### src/rtl/ram_port_arbiter.sv
//------------------------------------------------------------------------------
// ram_port_arbiter : round-robin sequencer sharing one RAM port, with write-ack retry
// Optional: `define ARB_RETRY_EN to re-issue un-acked writes up to MAX_RETRY times
// Revision: 1.0
//------------------------------------------------------------------------------
`default_nettype none

module ram_port_arbiter #(
  parameter int NUM_REQ   = 4,
  parameter int ADDR_W    = 11,
  parameter int DATA_W    = 8,
  parameter int MAX_RETRY = 3
) (
  input  logic                      clk,
  input  logic                      reset_n,
  input  logic [NUM_REQ-1:0]        req_valid,
  input  logic [NUM_REQ-1:0]        req_we,
  input  logic [NUM_REQ*ADDR_W-1:0] req_addr,
  input  logic [NUM_REQ*DATA_W-1:0] req_wdata,
  output logic [NUM_REQ-1:0]        req_ready,
  output logic [NUM_REQ-1:0]        rsp_valid,
  output logic [DATA_W-1:0]         rsp_rdata,
  output logic                      rsp_err,
  output logic                      ram_wr_en,
  output logic                      ram_rd_en,
  output logic [ADDR_W-1:0]         ram_addr,
  output logic [DATA_W-1:0]         ram_wdata,
  input  logic                      ram_wr_ack,
  input  logic [DATA_W-1:0]         ram_rd_data
);

  localparam int IDX_W = (NUM_REQ > 1) ? $clog2(NUM_REQ) : 1;

  typedef enum logic [1:0] {
    IDLE  = 2'd0,
    ISSUE = 2'd1,
    ACK   = 2'd2,
    RESP  = 2'd3
  } state_t;

  generate
    if (NUM_REQ < 2 || NUM_REQ > 8 || MAX_RETRY < 1 || MAX_RETRY > 15) begin : g_bad_param
      $error("ram_port_arbiter: parameter out of range");
    end
  endgenerate

  state_t             r_state;
  logic [IDX_W-1:0]   r_gnt;
  logic [IDX_W-1:0]   r_rr_ptr;
  logic               r_we;

`ifdef ARB_RETRY_EN
  localparam logic [3:0] RETRY_LIMIT = 4'(MAX_RETRY);
  logic [3:0]         r_retry_cnt;
  logic [ADDR_W-1:0]  r_addr;
  logic [DATA_W-1:0]  r_wdata;
`endif

  logic               w_any;
  logic [IDX_W-1:0]   w_gnt;
  logic [ADDR_W-1:0]  w_addr;
  logic [DATA_W-1:0]  w_wdata;
  logic               w_we;

  function automatic logic [IDX_W-1:0] wrap_idx(input logic [IDX_W-1:0] base, input int off);
    int s;
    s = int'(base) + off;
    if (s >= NUM_REQ) s = s - NUM_REQ;
    return s[IDX_W-1:0];
  endfunction

  function automatic logic [NUM_REQ-1:0] onehot(input logic [IDX_W-1:0] idx);
    logic [NUM_REQ-1:0] v;
    v      = '0;
    v[idx] = 1'b1;
    return v;
  endfunction

  // Scan downwards so the requester closest to rr_ptr overwrites the others.
  always_comb begin
    w_any = 1'b0;
    w_gnt = '0;
    for (int k = NUM_REQ - 1; k >= 0; k--) begin
      if (req_valid[wrap_idx(r_rr_ptr, k)]) begin
        w_any = 1'b1;
        w_gnt = wrap_idx(r_rr_ptr, k);
      end
    end
  end

  assign w_addr  = req_addr[int'(w_gnt)*ADDR_W +: ADDR_W];
  assign w_wdata = req_wdata[int'(w_gnt)*DATA_W +: DATA_W];
  assign w_we    = req_we[w_gnt];

  // Accept is combinational so the grant lands in the IDLE cycle itself.
  assign req_ready = (reset_n && (r_state == IDLE) && w_any) ? onehot(w_gnt) : '0;

  always_ff @(posedge clk or negedge reset_n) begin
    if (!reset_n) begin
      r_state     <= IDLE;
      r_gnt       <= '0;
      r_rr_ptr    <= '0;
      r_we        <= 1'b0;
`ifdef ARB_RETRY_EN
      r_retry_cnt <= '0;
      r_addr      <= '0;
      r_wdata     <= '0;
`endif
      rsp_valid   <= '0;
      rsp_rdata   <= '0;
      rsp_err     <= 1'b0;
      ram_wr_en   <= 1'b0;
      ram_rd_en   <= 1'b0;
      ram_addr    <= '0;
      ram_wdata   <= '0;
    end else begin
      case (r_state)
        IDLE: begin
          if (w_any) begin
            r_gnt       <= w_gnt;
            r_we        <= w_we;
`ifdef ARB_RETRY_EN
            r_retry_cnt <= '0;
            r_addr      <= w_addr;
            r_wdata     <= w_wdata;
`endif
            // The port registers double as the command latch for the first attempt.
            ram_wr_en   <= w_we;
            ram_rd_en   <= ~w_we;
            ram_addr    <= w_addr;
            ram_wdata   <= w_we ? w_wdata : '0;
            r_state     <= ISSUE;
          end
        end

        ISSUE: begin
          ram_wr_en <= 1'b0;
          ram_rd_en <= 1'b0;
          ram_addr  <= '0;
          ram_wdata <= '0;
          if (r_we) begin
            r_state <= ACK;
          end else begin
            rsp_rdata <= ram_rd_data;
            rsp_err   <= 1'b0;
            rsp_valid <= onehot(r_gnt);
            r_state   <= RESP;
          end
        end

        ACK: begin
          if (ram_wr_ack) begin
            rsp_rdata <= '0;
            rsp_err   <= 1'b0;
            rsp_valid <= onehot(r_gnt);
            r_state   <= RESP;
`ifdef ARB_RETRY_EN
          end else if (r_retry_cnt < RETRY_LIMIT) begin
            r_retry_cnt <= r_retry_cnt + 4'd1;
            ram_wr_en   <= 1'b1;
            ram_addr    <= r_addr;
            ram_wdata   <= r_wdata;
            r_state     <= ISSUE;
`endif
          end else begin
            rsp_rdata <= '0;
            rsp_err   <= 1'b1;
            rsp_valid <= onehot(r_gnt);
            r_state   <= RESP;
          end
        end

        RESP: begin
          rsp_valid <= '0;
          rsp_err   <= 1'b0;
          r_rr_ptr  <= wrap_idx(r_gnt, 1);
          r_state   <= IDLE;
        end

        default: r_state <= IDLE;
      endcase
    end
  end

endmodule

`default_nettype wire

### config.mk
export PLATFORM = sky130hd
export DESIGN_NAME = ram_port_arbiter
export DESIGN_NICKNAME = d
export VERILOG_FILES = /design/src/rtl/ram_port_arbiter.sv
export SDC_FILE = /design/constraint.sdc
export NUM_CORES = 1
export LEC_CHECK = 0
export BUFFER_PORTS_ARGS = -buffer_cell sky130_fd_sc_hd__buf_2
export CORE_ASPECT_RATIO = 1.25
export CORE_MARGIN = 2
export CORE_UTILIZATION = 49
export DETAILED_ROUTE_END_ITERATION = 6
export GPL_TIMING_DRIVEN = 0
export PLACE_DENSITY = 0.89
export SYNTH_ARGS = -nofsm -noshare
export SYNTH_HDL_FRONTEND = slang
export SYNTH_SLANG_ARGS = --single-unit
### constraint.sdc
create_clock -name clk -period 3.7 [get_ports clk]
set_clock_uncertainty 0.1 [all_clocks]
set_input_delay 0.74 -clock clk [delete_from_list [all_inputs] [get_ports clk]]
set_output_delay 0.74 -clock clk [all_outputs]
set_load 0.01 [all_outputs]
==> impl_metrics.xml <==
<?xml version="1.0" encoding="UTF-8"?>
<metrics>
  <group name="critical_path">
    <metric name="timing.rr.end" unit="">ram_wdata[1]$_DFFE_PN0P_</metric>
    <metric name="cp_num_buf_inv" unit="">4</metric>
    <metric name="critical_path_required" unit="ns">2.86</metric>
    <metric name="critical_path.cell_chain" unit="">buf_2 &gt; mux2i_1 &gt; nor2_1 &gt; or3_1 &gt; buf_6 &gt; buf_2 &gt; nor3_1 &gt; buf_2</metric>
    <metric name="crit_path_max_incr_delay" unit="ns">0.35</metric>
    <metric name="critPathCaptureType" unit="">output port</metric>
    <metric name="critPathMaxFanout" unit="">10</metric>
    <metric name="r2r_cells" unit="">8</metric>
    <metric name="reg2reg_from" unit="">r_rr_ptr[1]$_DFFE_PN0N_</metric>
    <metric name="crit_slowest_cell" unit="">sky130_fd_sc_hd__or3_1</metric>
    <metric name="critPathTopFamily" unit="">buffers and inverters</metric>
    <metric name="arrival" unit="ns">2.17</metric>
    <metric name="start_kind" unit="">input pin</metric>
    <metric name="worstSetupPathType" unit="">in2out</metric>
    <metric name="r2r_setup_slack" unit="ns">1.55</metric>
    <metric name="cp_common_cell" unit="">sky130_fd_sc_hd__buf_2</metric>
  </group>
  <group name="place">
    <metric name="io_buffers" unit="">132</metric>
    <metric name="routabilityCongestion" unit="">0.788</metric>
    <metric name="dp_hpwl" unit="µm">5050</metric>
    <metric name="placedCellCount" unit="">444</metric>
  </group>
  <group name="timing">
    <metric name="layout_min_cycle_time" unit="ns">3.01</metric>
    <metric name="slew_viol_final" unit="">0</metric>
    <metric name="layout_worst_path_cycle_share" unit="%">81.3</metric>
    <metric name="max_slew_margin" unit="%">39.0</metric>
    <metric name="clock.fmax" unit="MHz">332</metric>
    <metric name="finalSetupViolCount" unit="">0</metric>
    <metric name="worst_slew_pin_slew" unit="ns">0.915</metric>
    <metric name="rsz0062_at_grt" unit="">no</metric>
    <metric name="accumulated_negative_setup_slack" unit="ns">0</metric>
    <metric name="hold_violations" unit="">0</metric>
  </group>
  <group name="synth">
    <metric name="post_synth_num_cell_types" unit="">30</metric>
    <metric name="yosysSeqAreaShare" unit="%">41.5</metric>
    <metric name="syn-num-nets" unit="">356</metric>
    <metric name="main_combinational_cell_family_by_area_after_synthesis" unit="">multiplexers</metric>
    <metric name="post_synth_fa_ha_maj_area_fraction" unit="%">4.56</metric>
    <metric name="yosys.area.top_type_share" unit="%">41.5</metric>
    <metric name="netlist_area" unit="mm²">0.00247</metric>
    <metric name="synth_top_cells_by_area" unit="">sky130_fd_sc_hd__dfrtp_1, sky130_fd_sc_hd__mux2i_1, sky130_fd_sc_hd__nand2_1, sky130_fd_sc_hd__ha_1, sky130_fd_sc_hd__o221ai_1</metric>
    <metric name="synth.area.mux_share" unit="%">18.5</metric>
    <metric name="synthSimpleGateAreaFrac" unit="%">14.7</metric>
    <metric name="postSynthAreaPerCell" unit="µm²">9.81</metric>
    <metric name="postSynthRegisterBits" unit="">41</metric>
    <metric name="post_synth_inst_count" unit="">252</metric>
    <metric name="synth_compound_gate_area_share" unit="%">16.1</metric>
    <metric name="yosys.area_share.xor_xnor" unit="%">0</metric>
    <metric name="synth_largest_area_cell" unit="">sky130_fd_sc_hd__dfrtp_1</metric>
    <metric name="synth-warning-count" unit="">0</metric>
  </group>
  <group name="route">
    <metric name="drt_drc_violations_left" unit="">0</metric>
    <metric name="avgViaCountPerCell" unit="">5.38</metric>
    <metric name="detailroute.via_count" unit="">2434</metric>
    <metric name="average_wire_per_cell_in_the_routed_design" unit="µm">14.2</metric>
    <metric name="drt_wl_total" unit="µm">6400</metric>
    <metric name="detail_route.iter0.violations" unit="">72</metric>
    <metric name="detailedRoute.firstPassIterationCount" unit="">4</metric>
    <metric name="antenna_left" unit="">0</metric>
  </group>
  <group name="worst_hold_path">
    <metric name="hold_end" unit="">rsp_valid[2]$_DFFE_PN0P_</metric>
    <metric name="whs_path_depth" unit="">2</metric>
    <metric name="hp-class" unit="">reg2reg</metric>
    <metric name="holdCritStartpoint" unit="">rsp_valid[2]$_DFFE_PN0P_</metric>
  </group>
  <group name="power">
    <metric name="cellPowerDensity" unit="mW/mm²">673</metric>
    <metric name="vdd_ir_drop_max" unit="µV">371</metric>
    <metric name="finalPower" unit="mW">2.24</metric>
    <metric name="leakagePower" unit="nW">1.83</metric>
  </group>
  <group name="clock_tree">
    <metric name="hold_fix_buffers_at_cts" unit="">0</metric>
    <metric name="cts-buffers-inserted" unit="">5</metric>
    <metric name="post_cts_setup_buffer_count" unit="">0</metric>
    <metric name="root_buffer" unit="">sky130_fd_sc_hd__clkbuf_8</metric>
    <metric name="cts_tree" unit="">built</metric>
    <metric name="cts_repair_resize_count" unit="">0</metric>
    <metric name="ctsLongestPathBuffers" unit="">2</metric>
    <metric name="cts.clk_slew.worst_paths" unit="ns">0.08</metric>
    <metric name="cts_num_sinks" unit="">41</metric>
    <metric name="htree_levels" unit="">2</metric>
    <metric name="clk_latency" unit="ns">0.29</metric>
  </group>
  <group name="floorplan">
    <metric name="fp-row-count" unit="">28</metric>
    <metric name="dieWidth" unit="µm">67.5</metric>
    <metric name="die_y" unit="µm">83.4</metric>
    <metric name="initial_core_utilization" unit="%">51.5</metric>
    <metric name="pin_count" unit="">133</metric>
    <metric name="core_area" unit="mm²">0.00480</metric>
    <metric name="design.die.area" unit="mm²">0.00563</metric>
  </group>
  <group name="final_layout">
    <metric name="drive_gt1_share" unit="%">38.8</metric>
    <metric name="finalNonFillerCells" unit="">452</metric>
    <metric name="syn2layout_area_growth" unit="%">34.5</metric>
    <metric name="final_nets" unit="">495</metric>
    <metric name="insertedDiodeCount" unit="">0</metric>
  </group>
  <group name="grt">
    <metric name="globalRouteTotalUtil" unit="%">24.3</metric>
    <metric name="antenna_found_initial" unit="">0</metric>
    <metric name="grt_max_degree" unit="">43</metric>
    <metric name="wire_length_of_the_first_global_routing_pass" unit="µm">10700</metric>
    <metric name="grt-ovfl-total" unit="">0</metric>
    <metric name="via_count_of_the_first_global_routing_pass" unit="">2516</metric>
  </group>
  <group name="outcome">
    <metric name="run_status" unit="">complete, no violations</metric>
  </group>
  <group name="job">
    <metric name="maxCapViolCount" unit="">0</metric>
  </group>
</metrics>
-- worst register-to-register path, stage by stage, from the launching register on --
cell	delay [ns]
sky130_fd_sc_hd__dfrtp_1	0.47
sky130_fd_sc_hd__mux2i_1	0.21
sky130_fd_sc_hd__nor2_1	0.07
sky130_fd_sc_hd__or3_1	0.35
sky130_fd_sc_hd__buf_6	0.16
sky130_fd_sc_hd__buf_6	0.16
sky130_fd_sc_hd__mux2i_1	0.17
sky130_fd_sc_hd__nand2_1	0.09
sky130_fd_sc_hd__a32o_1	0.27
-- cell usage in the layout (no fill, tap or decap) --
master / count
sky130_fd_sc_hd__clkbuf_8: 6
sky130_fd_sc_hd__o221ai_1: 11
sky130_fd_sc_hd__mux2i_4: 2
sky130_fd_sc_hd__a22oi_1: 1
sky130_fd_sc_hd__o21a_1: 1
sky130_fd_sc_hd__nor2_1: 3
sky130_fd_sc_hd__nand2b_1: 7
sky130_fd_sc_hd__o22a_1: 1
sky130_fd_sc_hd__nor4_1: 1
sky130_fd_sc_hd__a32o_1: 8
sky130_fd_sc_hd__a211o_1: 1
sky130_fd_sc_hd__and2_1: 1
sky130_fd_sc_hd__nor3_1: 8
sky130_fd_sc_hd__mux2_2: 1
sky130_fd_sc_hd__clkbuf_1: 9
sky130_fd_sc_hd__buf_6: 3
sky130_fd_sc_hd__o21ai_0: 18
sky130_fd_sc_hd__bufinv_16: 1
sky130_fd_sc_hd__or2_2: 1
sky130_fd_sc_hd__a221o_1: 1
sky130_fd_sc_hd__buf_2: 137
sky130_fd_sc_hd__inv_1: 7
sky130_fd_sc_hd__a21oi_1: 11
sky130_fd_sc_hd__mux2i_1: 40
sky130_fd_sc_hd__nand2_1: 48
sky130_fd_sc_hd__nor2b_1: 10
sky130_fd_sc_hd__o22ai_1: 1
sky130_fd_sc_hd__dfrtp_1: 41
sky130_fd_sc_hd__ha_1: 9
sky130_fd_sc_hd__or3_1: 1
sky130_fd_sc_hd__a21o_1: 1
sky130_fd_sc_hd__o22ai_4: 1
-- layout make-up --
type | instances | area, µm²
Clock inverter | 1 | 30.0
Multi-Input combinational cell | 188 | 1330
Sequential cell | 41 | 1030
Timing Repair Buffer | 132 | 661
Tap cell | 60 | 75.1
Inverter | 7 | 26.3
Clock buffer | 7 | 86.3
Buffer | 16 | 88.8
Fill cell | 397 | 1480
-- synthesized netlist by cell type, drive strengths merged --
| cell | number |
|---|---|
| nand2b | 7 |
| nor3 | 8 |
| or2 | 1 |
| a32o | 8 |
| nor4 | 1 |
| and2 | 1 |
| inv | 7 |
| a21oi | 11 |
| o22a | 1 |
| mux2i | 42 |
| o22ai | 2 |
| o221ai | 11 |
| mux2 | 1 |
| a211o | 1 |
| or3 | 1 |
| o21a | 1 |
| clkbuf | 8 |
| dfrtp | 41 |
| buf | 8 |
| nand2 | 48 |
| a21o | 1 |
| nor2b | 10 |
| nor2 | 3 |
| a221o | 1 |
| o21ai | 18 |
| a22oi | 1 |
| ha | 9 |
-- kinds of logic (layout without fill, tap and decap cells) --
kind of cell,Yosys count,after routing
AO/OA/AOI/OAI,56,56
adder cells (fa/ha/maj),9,9
buffers and inverters,23,163
flip-flops,41,41
multiplexers,43,43
AND/OR/NAND/NOR,80,80
-- per-layer routing --
metal  global-route usage [%]  wire [µm]  vias to the layer above
met5                        0          0                        -
met4                     10.9        232                        0
met3                     5.42        432                       25
met2                     43.6       3430                      108
met1                     26.0       2310                     1122
li1                         -          -                     1179
-- worst max path at each step --
stage	from	depth (start not counted)	endpoint	slack (ns)
detailed placement	req_valid[0]	8	req_ready[1]	0.68
floorplan	req_valid[2]	6	req_ready[1]	0.94
global placement	req_valid[2]	8	req_ready[1]	0.74
CTS	req_valid[0]	8	req_ready[1]	0.68
finish	req_valid[0]	8	req_ready[1]	0.69
global route	req_valid[0]	8	req_ready[1]	0.56
-- flip-flops by register name (all words and copies together) (netlist names) --
name / count
ram_addr: 11
ram_wdata: 8
rsp_rdata: 8
rsp_valid: 4
r_gnt: 2
r_rr_ptr: 2
r_state: 2
r_we: 1
ram_rd_en: 1
ram_wr_en: 1
rsp_err: 1
-- where the power goes --
part	switching (mW)	internal [mW]	leakage, nW	total, mW
Combinational	0.660	0.511	1.23	1.17
Sequential	0.0962	0.597	0.538	0.694
Clock	0.151	0.220	0.0585	0.371
Total	0.907	1.33	1.83	2.24
-- per-stage QoR --
| step | hold WS (ns) | worst slack [ns] | instance area [µm²] | utilization (%) |
|---|---|---|---|---|
| final | 0.374 | 0.692 | 3320 | 69.2 |
| after global routing | 0.413 | 0.565 | 3320 | 69.2 |
| after CTS | 0.382 | 0.678 | 3320 | 69.2 |
| after detailed placement | 0.365 | 0.678 | 3210 | 66.8 |
| after global placement | 0.355 | 0.738 | 3210 | 66.8 |
| after floorplan | 0.344 | 0.942 | 2470 | - |
Power figures use the tool's default switching activity.
